`config.mk`:
```
export PLATFORM = sky130hd
export DESIGN_NAME = mtm_alu_ctrl
export DESIGN_NICKNAME = d
export VERILOG_FILES = /design/src/rtl/mtm_alu_pkg.sv /design/src/rtl/mtm_alu_ctrl_pack.sv /design/src/rtl/mtm_alu_ctrl.sv
export SDC_FILE = /design/constraint.sdc
export NUM_CORES = 1
export LEC_CHECK = 0
export BUFFER_PORTS_ARGS = -buffer_cell sky130_fd_sc_hd__buf_2
export CELL_PAD_IN_SITES_DETAIL_PLACEMENT = 0
export CELL_PAD_IN_SITES_GLOBAL_PLACEMENT = 1
export CORE_UTILIZATION = 39
export CTS_BUF_LIST = sky130_fd_sc_hd__clkbuf_8
export DETAILED_ROUTE_END_ITERATION = 16
export PLACE_DENSITY = 0.94
export SETUP_SLACK_MARGIN = 0.02
export SYNTH_ARGS = -nofsm -noshare
export SYNTH_HDL_FRONTEND = slang
export SYNTH_SLANG_ARGS = --single-unit
```
`constraint.sdc`:
```
create_clock -name clk -period 4.55 [get_ports clk]
set_input_delay 0.91 -clock clk [delete_from_list [all_inputs] [get_ports clk]]
set_output_delay 0.91 -clock clk [all_outputs]
set_load 0.1 [all_outputs]
```
`src/rtl/mtm_alu_pkg.sv`:
```
// Shared definitions for the ALU controller: opcodes, FSM states,
// error-bit positions and the response CRC3.
package mtm_alu_pkg;

  localparam logic [2:0] OP_AND = 3'b000;
  localparam logic [2:0] OP_OR  = 3'b001;
  localparam logic [2:0] OP_ADD = 3'b100;
  localparam logic [2:0] OP_SUB = 3'b101;

  typedef enum logic [1:0] {IDLE, EXEC, PACK, SEND} state_e;

  // Bit positions inside the {ed, ec, eo} error triple.
  localparam int ERR_DATA = 2;
  localparam int ERR_CRC  = 1;
  localparam int ERR_OP   = 0;

  // CRC3, polynomial x^3+x+1, init 0, MSB first over 37 bits.
  function automatic logic [2:0] crc3_37(input logic [36:0] d);
    logic [2:0] c;
    logic       fb;
    c = 3'b000;
    for (int i = 36; i >= 0; i--) begin
      fb = c[2] ^ d[i];
      c  = {c[1], c[0] ^ fb, fb};
    end
    return c;
  endfunction

  function automatic logic is_legal_op(input logic [2:0] op);
    return (op == OP_AND) || (op == OP_OR) || (op == OP_ADD) || (op == OP_SUB);
  endfunction

endpackage

```
`src/rtl/mtm_alu_ctrl_pack.sv`:
```
// Combinational response formation: flags, CRC3 and the control byte
// for normal frames, one-hot error code plus parity for error frames.
module mtm_alu_ctrl_pack
  import mtm_alu_pkg::*;
(
  input  logic        a_msb,
  input  logic        b_msb,
  input  logic [31:0] res,
  input  logic        carry,
  input  logic [2:0]  op,
  input  logic [2:0]  err,    // {ed, ec, eo}, at most one bit set
  output logic [31:0] data,
  output logic [7:0]  ctl
);

  logic arith, c, v, z, n;
  logic [6:0] ectl;

  // Flag derivation and frame selection.
  always_comb begin
    arith = (op == OP_ADD) || (op == OP_SUB);
    c     = arith & carry;
    v     = 1'b0;
    if (op == OP_ADD) v = (a_msb == b_msb) & (res[31] != a_msb);
    if (op == OP_SUB) v = (b_msb != a_msb) & (res[31] != b_msb);
    z     = (res == 32'd0);
    n     = res[31];
    ectl  = {1'b1, err, err};
    if (|err) begin
      data = 32'd0;
      ctl  = {ectl, ^ectl};   // even parity over bits [7:1]
    end else begin
      data = res;
      ctl  = {1'b0, c, v, z, n, crc3_37({res, 1'b0, c, v, z, n})};
    end
  end

endmodule

```
`src/rtl/mtm_alu_ctrl.sv`:
```
// Sequencing controller: captures a decoded request, drives the core for
// CORE_LAT cycles, packs the response and hands it to the serializer.
module mtm_alu_ctrl
  import mtm_alu_pkg::*;
#(
  parameter int CORE_LAT = 1   // 1..4
) (
  input  logic        clk,
  input  logic        rst,
  input  logic        in_valid,
  output logic        in_ready,
  input  logic [31:0] in_a,
  input  logic [31:0] in_b,
  input  logic [2:0]  in_op,
  input  logic        in_err_data,
  input  logic        in_err_crc,
  output logic [31:0] core_a,
  output logic [31:0] core_b,
  output logic [2:0]  core_op,
  input  logic [31:0] core_c,
  input  logic        core_carry,
  output logic        out_valid,
  input  logic        out_ready,
  output logic [31:0] out_data,
  output logic [7:0]  out_ctl
);

  localparam logic [1:0] CNT_LAST = 2'(CORE_LAT - 1);

  state_e      state_q, state_d;
  logic [1:0]  cnt_q, cnt_d;
  logic [31:0] core_a_q, core_a_d, core_b_q, core_b_d;
  logic [2:0]  core_op_q, core_op_d;
  logic [2:0]  err_q, err_d, err_in;
  logic [31:0] res_q, res_d;
  logic        carry_q, carry_d;
  logic [31:0] out_data_q, out_data_d, pk_data;
  logic [7:0]  out_ctl_q, out_ctl_d, pk_ctl;
  logic        out_valid_q, out_valid_d;

  // Error frames bypass the core; for those the stale core registers are
  // ignored by the packer because err selects the error byte.
  mtm_alu_ctrl_pack u_pack (
    .a_msb (core_a_q[31]),
    .b_msb (core_b_q[31]),
    .res   (res_q),
    .carry (carry_q),
    .op    (core_op_q),
    .err   (err_q),
    .data  (pk_data),
    .ctl   (pk_ctl)
  );

  // Next-state and datapath loads.
  always_comb begin
    state_d     = state_q;
    cnt_d       = cnt_q;
    core_a_d    = core_a_q;
    core_b_d    = core_b_q;
    core_op_d   = core_op_q;
    err_d       = err_q;
    res_d       = res_q;
    carry_d     = carry_q;
    out_data_d  = out_data_q;
    out_ctl_d   = out_ctl_q;
    out_valid_d = out_valid_q;

    err_in           = 3'b000;
    err_in[ERR_DATA] = in_err_data;
    err_in[ERR_CRC]  = ~in_err_data & in_err_crc;
    err_in[ERR_OP]   = ~in_err_data & ~in_err_crc & ~is_legal_op(in_op);

    case (state_q)
      IDLE: if (in_valid) begin
        err_d = err_in;
        cnt_d = 2'd0;
        if (|err_in) begin
          state_d = PACK;
        end else begin
          core_a_d  = in_a;
          core_b_d  = in_b;
          core_op_d = in_op;
          state_d   = EXEC;
        end
      end
      EXEC: if (cnt_q == CNT_LAST) begin
        res_d   = core_c;
        carry_d = core_carry;
        state_d = PACK;
      end else begin
        cnt_d = cnt_q + 2'd1;
      end
      PACK: begin
        out_data_d = pk_data;
        out_ctl_d  = pk_ctl;
        state_d    = SEND;
      end
      SEND: if (out_valid_q & out_ready) begin
        out_valid_d = 1'b0;
        state_d     = IDLE;
      end else begin
        out_valid_d = 1'b1;
      end
      default: state_d = IDLE;
    endcase
  end

  // State and datapath registers.
  always_ff @(posedge clk) begin
    if (rst) begin
      state_q     <= IDLE;
      cnt_q       <= 2'd0;
      core_a_q    <= 32'd0;
      core_b_q    <= 32'd0;
      core_op_q   <= 3'b000;
      err_q       <= 3'b000;
      res_q       <= 32'd0;
      carry_q     <= 1'b0;
      out_data_q  <= 32'd0;
      out_ctl_q   <= 8'd0;
      out_valid_q <= 1'b0;
    end else begin
      state_q     <= state_d;
      cnt_q       <= cnt_d;
      core_a_q    <= core_a_d;
      core_b_q    <= core_b_d;
      core_op_q   <= core_op_d;
      err_q       <= err_d;
      res_q       <= res_d;
      carry_q     <= carry_d;
      out_data_q  <= out_data_d;
      out_ctl_q   <= out_ctl_d;
      out_valid_q <= out_valid_d;
    end
  end

  assign in_ready  = (state_q == IDLE);
  assign core_a    = core_a_q;
  assign core_b    = core_b_q;
  assign core_op   = core_op_q;
  assign out_valid = out_valid_q;
  assign out_data  = out_data_q;
  assign out_ctl   = out_ctl_q;

endmodule

```
Yosys cells after proc, flatten, opt, wreduce, memory -nomap -nowiden
Index checks and enable logic that the tools add are counted.
W data, S select, Z words.
{"block": "word_totals", "reg_bits": 148, "out_inout_bits": 109, "wordCells": 139, "input_bits": 106}
{"block": "classes", "eq_ne": 16, "bitwise": 81, "n_addsub": 1, "n_mux": 13, "reduce_logical": 17}
{"operator": "$xor A1 B1 Y1", "count": 70}
{"operator": "$logic_not A32 Y1", "count": 1}
{"operator": "$mux W32", "count": 1}
{"operator": "$eq A3 B3 Y1 const B", "count": 4}
{"operator": "$mux W2", "count": 6}
{"operator": "$reduce_and A3 Y1", "count": 3}
{"operator": "$mux W8", "count": 1}
{"operator": "$ne A2 B2 Y1 const B", "count": 4}
{"operator": "$pmux W2 S4", "count": 1}
{"operator": "$and A1 B1 Y1", "count": 7}
{"operator": "$reduce_xor A7 Y1", "count": 1}
{"operator": "$reduce_or A3 Y1", "count": 2}
{"operator": "$eq A2 B2 Y1 const B", "count": 2}
{"operator": "$logic_not A2 Y1", "count": 2}
{"operator": "$logic_or A1 B1 Y1", "count": 4}
{"operator": "$not A1 Y1", "count": 4}
{"operator": "$pmux W2 S2", "count": 1}
{"operator": "$reduce_and A2 Y1", "count": 2}
{"operator": "$eq A3 B1 Y1 const B", "count": 1}
{"operator": "$logic_not A3 Y1", "count": 1}
{"operator": "$mux W1", "count": 3}
{"operator": "$ne A1 B1 Y1", "count": 3}
{"operator": "$add A2 B1 Y2 const B", "count": 1}
{"operator": "$eq A2 B1 Y1 const B", "count": 1}
{"operator": "other kinds (2)", "count": 2}

Longest topological paths before layout
{"block": "depth", "depth_word": 36, "mapped_depth": 9, "depth_no_buf": 9}

Hierarchy
A second synthesis with hierarchy kept.
{"block": "hier_totals", "hier_cells": 722, "area_unflattened_um2": 6110.9}
{"mod": "mtm_alu_ctrl", "cells_each": 617, "area_each_um2": 5273.8, "n_inst": 1, "seq_area_each_um2": 2962.8}
{"mod": "mtm_alu_ctrl_pack", "cells_each": 105, "area_each_um2": 837.1, "n_inst": 1, "seq_area_each_um2": 0.0}

Worst setup path before layout
Ideal clock, no wire load.
{"block": "synth_timing", "path_kind": "register -> register", "from": "register core_op_q[2] (netlist: core_op[2])", "to": "register out_ctl_q[2] (netlist: out_ctl[2])", "setup_slack_ps": 1791, "t_required_ps": 4419, "n_path_buf": 0, "setup_time_ps": 131, "stages_incl_launch_ff": 8, "synth_period_minus_slack_ps": 2759, "t_arrival_ps": 2628, "path_cell_list": "dfxtp_1 nand3b_1 xnor2_1 xnor3_1 xnor3_1 xnor3_1 a21oi_1 nor3_1"}
{"block": "synth_between", "elab_chain_cells": 8}
{"item": "start, declared", "line_no": "mtm_alu_ctrl.sv:33", "text": "logic [2:0] core_op_q, core_op_d;"}
{"item": "start signal, assigned", "line_no": "mtm_alu_ctrl.sv:127", "text": "core_op_q <= core_op_d;"}
{"item": "$eq A3 B3 Y1, on equally long branches", "line_no": "mtm_alu_ctrl_pack.sv:21, mtm_alu_ctrl_pack.sv:24, mtm_alu_ctrl_pack.sv:25"}
{"item": "$logic_or A1 B1 Y1", "line_no": "mtm_alu_ctrl_pack.sv:21", "text": "arith = (op == OP_ADD) || (op == OP_SUB);"}
{"item": "$and A1 B1 Y1", "line_no": "mtm_alu_ctrl_pack.sv:22", "text": "c = arith & carry;"}
{"item": "$xor A1 B1 Y1", "line_no": "mtm_alu_pkg.sv:23", "text": "fb = c[2] ^ d[i];"}
{"item": "$xor A1 B1 Y1", "line_no": "mtm_alu_pkg.sv:24", "text": "c = {c[1], c[0] ^ fb, fb};"}
{"item": "$xor A1 B1 Y1", "line_no": "mtm_alu_pkg.sv:23"}
{"item": "$xor A1 B1 Y1 (*)", "line_no": "mtm_alu_pkg.sv:24"}
{"item": "$mux W8 (*)", "line_no": "mtm_alu_ctrl_pack.sv:29", "text": "if (|err) begin"}
{"item": "end signal, assigned", "line_no": "mtm_alu_ctrl.sv:132", "text": "out_ctl_q <= out_ctl_d;"}
{"item": "end, declared", "line_no": "mtm_alu_ctrl.sv:38", "text": "logic [7:0] out_ctl_q, out_ctl_d, pk_ctl;"}
Mark *: on every way between the ends. The rest lies on a longest branch, timed or not.
A chain may end at the register's enable or synchronous reset.

Worst setup path after layout
{"block": "layout_timing", "from": "register state_q[0]", "to": "output in_ready"}
{"block": "layout_between", "elab_chain_cells": 1}
{"item": "start, declared", "line_no": "mtm_alu_ctrl.sv:30", "text": "state_e state_q, state_d;"}
{"item": "start signal, assigned", "line_no": "mtm_alu_ctrl.sv:123", "text": "state_q <= state_d;"}
{"item": "$logic_not A2 Y1", "line_no": "mtm_alu_ctrl.sv:137", "text": "assign in_ready = (state_q == IDLE);"}
{"item": "end, declared", "line_no": "mtm_alu_ctrl.sv:11", "text": "output logic in_ready,"}
Every way passes these cells.

==> report_table.html <==
<table>
<tr><th>Metric</th><th>Value</th></tr>
<tr><th colspan="2">Placed design</th></tr>
<tr><td>Count of input and output buffers</td><td>214</td></tr>
<tr><td>Gpl congestion</td><td>0.782</td></tr>
<tr><td>HPWL after detailed placement</td><td>11,200 µm</td></tr>
<tr><td>Total cell area at the placement stage</td><td>0.00709 mm²</td></tr>
<tr><th colspan="2">Worst setup path</th></tr>
<tr><td>Crit path to</td><td>in_ready</td></tr>
<tr><td>Setup crit start</td><td>state_q[0]$_SDFFE_PP0P_</td></tr>
<tr><td>Critical Path Sink Type</td><td>primary output</td></tr>
<tr><td>Slack of the worst reg-to-reg path</td><td>2.04 ns</td></tr>
<tr><td>End of the worst register-to-register path</td><td>out_ctl[2]$_SDFFE_PP0P_</td></tr>
<tr><td>Element type at the critical path start</td><td>flip-flop</td></tr>
<tr><td>Required time of the critical path</td><td>3.64 ns</td></tr>
<tr><td>Critical path arrival</td><td>1.73 ns</td></tr>
<tr><td>Number of cells traversed by the worst register-to-register path</td><td>9</td></tr>
<tr><td>Startpoint-to-endpoint class of the critical path</td><td>flip-flop to primary output</td></tr>
<tr><td>Critical register-to-register path startpoint</td><td>res_q[31]$_SDFFE_PP0P_</td></tr>
<tr><td>Crit Path Max Fanout</td><td>10</td></tr>
<tr><th colspan="2">Yosys</th></tr>
<tr><td>Number of warning messages in the yosys log</td><td>0</td></tr>
<tr><td>Fraction of registers with async set or reset after synthesis</td><td>0%</td></tr>
<tr><td>Sequential area share after synthesis</td><td>50.1%</td></tr>
<tr><td>Share of the synthesized area in the top cell type</td><td>50.1%</td></tr>
<tr><td>Number of nets produced by synthesis</td><td>852</td></tr>
<tr><td>EDFF count, synth</td><td>0</td></tr>
<tr><td>Main area contributors after synthesis</td><td>dfxtp_1 50%, nand2_1 15%, a21oi_1 12%, xnor2_1 5.3%, nand3_1 3.1%</td></tr>
<tr><td>Count of cell types in the netlist</td><td>34</td></tr>
<tr><td>Yosys reg bits</td><td>148</td></tr>
<tr><td>Synth Instances</td><td>739</td></tr>
<tr><td>Syn_area_per_cell</td><td>8.00 µm²</td></tr>
<tr><td>Post-Syn Area</td><td>0.00591 mm²</td></tr>
<tr><td>Dominant register cell in the synthesized netlist</td><td>dfxtp_1</td></tr>
<tr><td>Cell taking the most area after synthesis</td><td>dfxtp_1</td></tr>
<tr><td>Most instantiated library cell after synthesis</td><td>nand2_1</td></tr>
<tr><td>Most frequent cells after synthesis</td><td>236 x nand2_1, 148 x dfxtp_1, 140 x a21oi_1</td></tr>
<tr><th colspan="2">STA</th></tr>
<tr><td>Hold Fails Final Rpt</td><td>0</td></tr>
<tr><td>Actual transition at the worst max-transition pin</td><td>0.895 ns</td></tr>
<tr><td>FMAX</td><td>379 MHz</td></tr>
<tr><td>Unrepaired setup endpoints after global routing</td><td>no</td></tr>
<tr><td>Final Slew Violations</td><td>0</td></tr>
<tr><td>Final period utilization</td><td>58.0%</td></tr>
<tr><td>Final hold slack</td><td>0.453 ns</td></tr>
<tr><td>Rel. slew slack</td><td>40.3%</td></tr>
<tr><td>Final Setup Violations</td><td>0</td></tr>
<tr><td>Post-route minimum period</td><td>2.64 ns</td></tr>
<tr><td>Worst clock skew</td><td>0.00991 ns</td></tr>
<tr><td>Setup tns final</td><td>0 ns</td></tr>
<tr><th colspan="2">Clock network</th></tr>
<tr><td>Max Buffers Root-to-Sink</td><td>2</td></tr>
<tr><td>Clock H-tree levels</td><td>4</td></tr>
<tr><td>Clock latency at the later pin of the worst-skew pair</td><td>0.45 ns</td></tr>
<tr><td>Number of clock sinks</td><td>148</td></tr>
<tr><td>Post-cts repair resize count</td><td>0</td></tr>
<tr><td>Number of setup buffers added after CTS</td><td>0</td></tr>
<tr><td>Count of hold-fix buffers inserted at cts</td><td>0</td></tr>
<tr><td>Clock root buffer master</td><td>clkbuf_8</td></tr>
<tr><td>CTS tree</td><td>built</td></tr>
<tr><td>CTS clk-pin slew, worst paths</td><td>0.08 ns</td></tr>
<tr><td>Number of clock buffers inserted by TritonCTS</td><td>17</td></tr>
<tr><th colspan="2">Die</th></tr>
<tr><td>Die W</td><td>125 µm</td></tr>
<tr><td>Total I/O pin count</td><td>215</td></tr>
<tr><td>FP Rows</td><td>44</td></tr>
<tr><td>Vertical die dimension</td><td>125 µm</td></tr>
<tr><td>Core region area</td><td>0.0146 mm²</td></tr>
<tr><td>Die footprint</td><td>0.0157 mm²</td></tr>
<tr><td>Starting density of the core</td><td>40.4%</td></tr>
<tr><th colspan="2">Detailed routing</th></tr>
<tr><td>Overall routed net length</td><td>16,200 µm</td></tr>
<tr><td>Routed wirelength normalized by instance count</td><td>14.4 µm</td></tr>
<tr><td>Drt via density</td><td>4.97</td></tr>
<tr><td>Drt pass-1 iters</td><td>7</td></tr>
<tr><td>Via count</td><td>5,601</td></tr>
<tr><td>Residual antenna-violating net count after detailed routing</td><td>0</td></tr>
<tr><td>Initial DRC Count</td><td>276</td></tr>
<tr><td>Count of unresolved DRC violations after routing</td><td>0</td></tr>
<tr><th colspan="2">Final layout</th></tr>
<tr><td>Multi-input gate area</td><td>0.00271 mm²</td></tr>
<tr><td>Proportion of layout cells with a drive suffix above 1</td><td>27.4%</td></tr>
<tr><td>Filler instances</td><td>1,428</td></tr>
<tr><td>Final layout net count</td><td>1,041</td></tr>
<tr><td>Storage element area</td><td>0.00296 mm²</td></tr>
<tr><td>Area added between synthesis and finish</td><td>26.7%</td></tr>
<tr><td>Post-Layout Inst Area</td><td>0.00749 mm²</td></tr>
<tr><th colspan="2">Outcome</th></tr>
<tr><td>Outcome</td><td>complete, no violations</td></tr>
<tr><th colspan="2">GRT</th></tr>
<tr><td>Via count of the first global-routing pass</td><td>5,278</td></tr>
<tr><td>Maximum number of pins on one net before global-route repair</td><td>84</td></tr>
<tr><td>Global-route wire length before repair</td><td>26,400 µm</td></tr>
<tr><td>Total routing usage reported by global routing</td><td>21.1%</td></tr>
<tr><td>GR Overflow Total</td><td>0</td></tr>
<tr><td>Number of antenna violations at the first check in global routing</td><td>1</td></tr>
<tr><th colspan="2">Power and ir drop</th></tr>
<tr><td>Power consumption</td><td>3.26 mW</td></tr>
<tr><td>Peak supply drop</td><td>0.192 mV</td></tr>
<tr><td>Power density relative to cell area</td><td>435 mW/mm²</td></tr>
<tr><td>Leakage dissipation</td><td>3.14 nW</td></tr>
<tr><th colspan="2">Flow run</th></tr>
<tr><td>Number of maximum-capacitance violations</td><td>0</td></tr>
<tr><th colspan="2">Hold path</th></tr>
<tr><td>Worst hold path class</td><td>flip-flop to flip-flop</td></tr>
</table>
[area by class of cell]
cell class | count | area share [%]
tap | 184 | 3.07
timing repair buffer | 223 | 15.2
clock buffer | 20 | 3.67
sequential | 148 | 39.5
multi-input combinational | 527 | 36.2
clock inverter | 12 | 1.72
antenna | 1 | 0.0334
inverter | 11 | 0.551
[sequential cells by signal, summed over array words and instances, names as in the netlist]
name,flops
core_a,32
core_b,32
out_data,32
res_q,32
out_ctl,8
core_op,3
err_q,3
cnt_q,2
state_q,2
carry_q,1
out_valid,1
[placed cells by master (no fill, tap or decap), types with 2 or more instances in the layout]
| master | Yosys | final |
|---|---|---|
| dfxtp_1 | 148 | 148 |
| inv_1 | 10 | 11 |
| inv_6 | 0 | 2 |
| a21oi_1 | 140 | 140 |
| clkbuf_8 | 0 | 20 |
| clkinv_2 | 0 | 3 |
| clkinvlp_4 | 0 | 2 |
| nand2_1 | 236 | 236 |
| nor3_1 | 6 | 6 |
| nand4_1 | 2 | 2 |
| xnor2_1 | 36 | 36 |
| buf_2 | 0 | 213 |
| a211oi_1 | 3 | 3 |
| nand2b_1 | 3 | 3 |
| xor2_1 | 3 | 3 |
| buf_4 | 2 | 10 |
| xnor3_1 | 6 | 6 |
| mux2i_1 | 2 | 2 |
| ha_1 | 7 | 7 |
| nor3b_1 | 2 | 2 |
| bufinv_16 | 0 | 2 |
| nor4_1 | 7 | 7 |
| clkinv_4 | 0 | 2 |
| nand3_1 | 37 | 36 |
| and2_1 | 2 | 2 |
| nor2_1 | 14 | 13 |
| nor2b_1 | 2 | 2 |
| a22oi_1 | 3 | 3 |
| o21ai_0 | 7 | 7 |
[report_power, final]
part	switching, mW	internal (mW)
clock network	0.508	0.531
logic	0.567	0.258
registers	0.0491	1.35
total	1.12	2.14
[cells by family after synthesis]
logic type | after synthesis | synth area share [%]
simple gates | 314 | 21.8
compound gates | 158 | 13.8
flops | 148 | 50.1
buf+inv | 64 | 4.19
xor+xnor | 45 | 8.06
fa+ha+maj | 7 | 1.48
mux | 3 | 0.529
[stage by stage]
stage               cells  utilization (%)  worst slack, ns
floorplan             739                -             1.79
global placement     1093             48.4             1.73
detailed placement   1093             48.4             1.67
CTS                  1125             51.2             1.88
global route         1126             51.2             1.77
finish               1126             51.2             1.91
[per-layer routing]
layer	share of wire, %	track usage [%]	vias up
li1	-	-	2822
met1	44	26.6	2563
met2	47	33.9	198
met3	7.1	6.55	18
met4	1.4	7.46	0
met5	0	0	-
[worst min path at each step]
stage / slack [ns] / cells after the start / to / from
floorplan: 0.45 / 2 / carry_q$_SDFFE_PP0P_ / carry_q$_SDFFE_PP0P_
global placement: 0.44 / 2 / core_a[17]$_SDFFE_PP0P_ / core_a[17]$_SDFFE_PP0P_
detailed placement: 0.44 / 2 / core_a[15]$_SDFFE_PP0P_ / core_a[15]$_SDFFE_PP0P_
CTS: 0.45 / 2 / core_a[30]$_SDFFE_PP0P_ / core_a[30]$_SDFFE_PP0P_
global route: 0.47 / 2 / core_b[16]$_SDFFE_PP0P_ / core_b[16]$_SDFFE_PP0P_
finish: 0.45 / 2 / core_b[10]$_SDFFE_PP0P_ / core_b[10]$_SDFFE_PP0P_
[worst max-delay path, stage by stage (launching register included)]
cell,delay (ns)
dfxtp_1,0.34
inv_1,0.08
ha_1,0.36
buf_2,0.50
No activity file was read; power rests on OpenSTA's default activity.
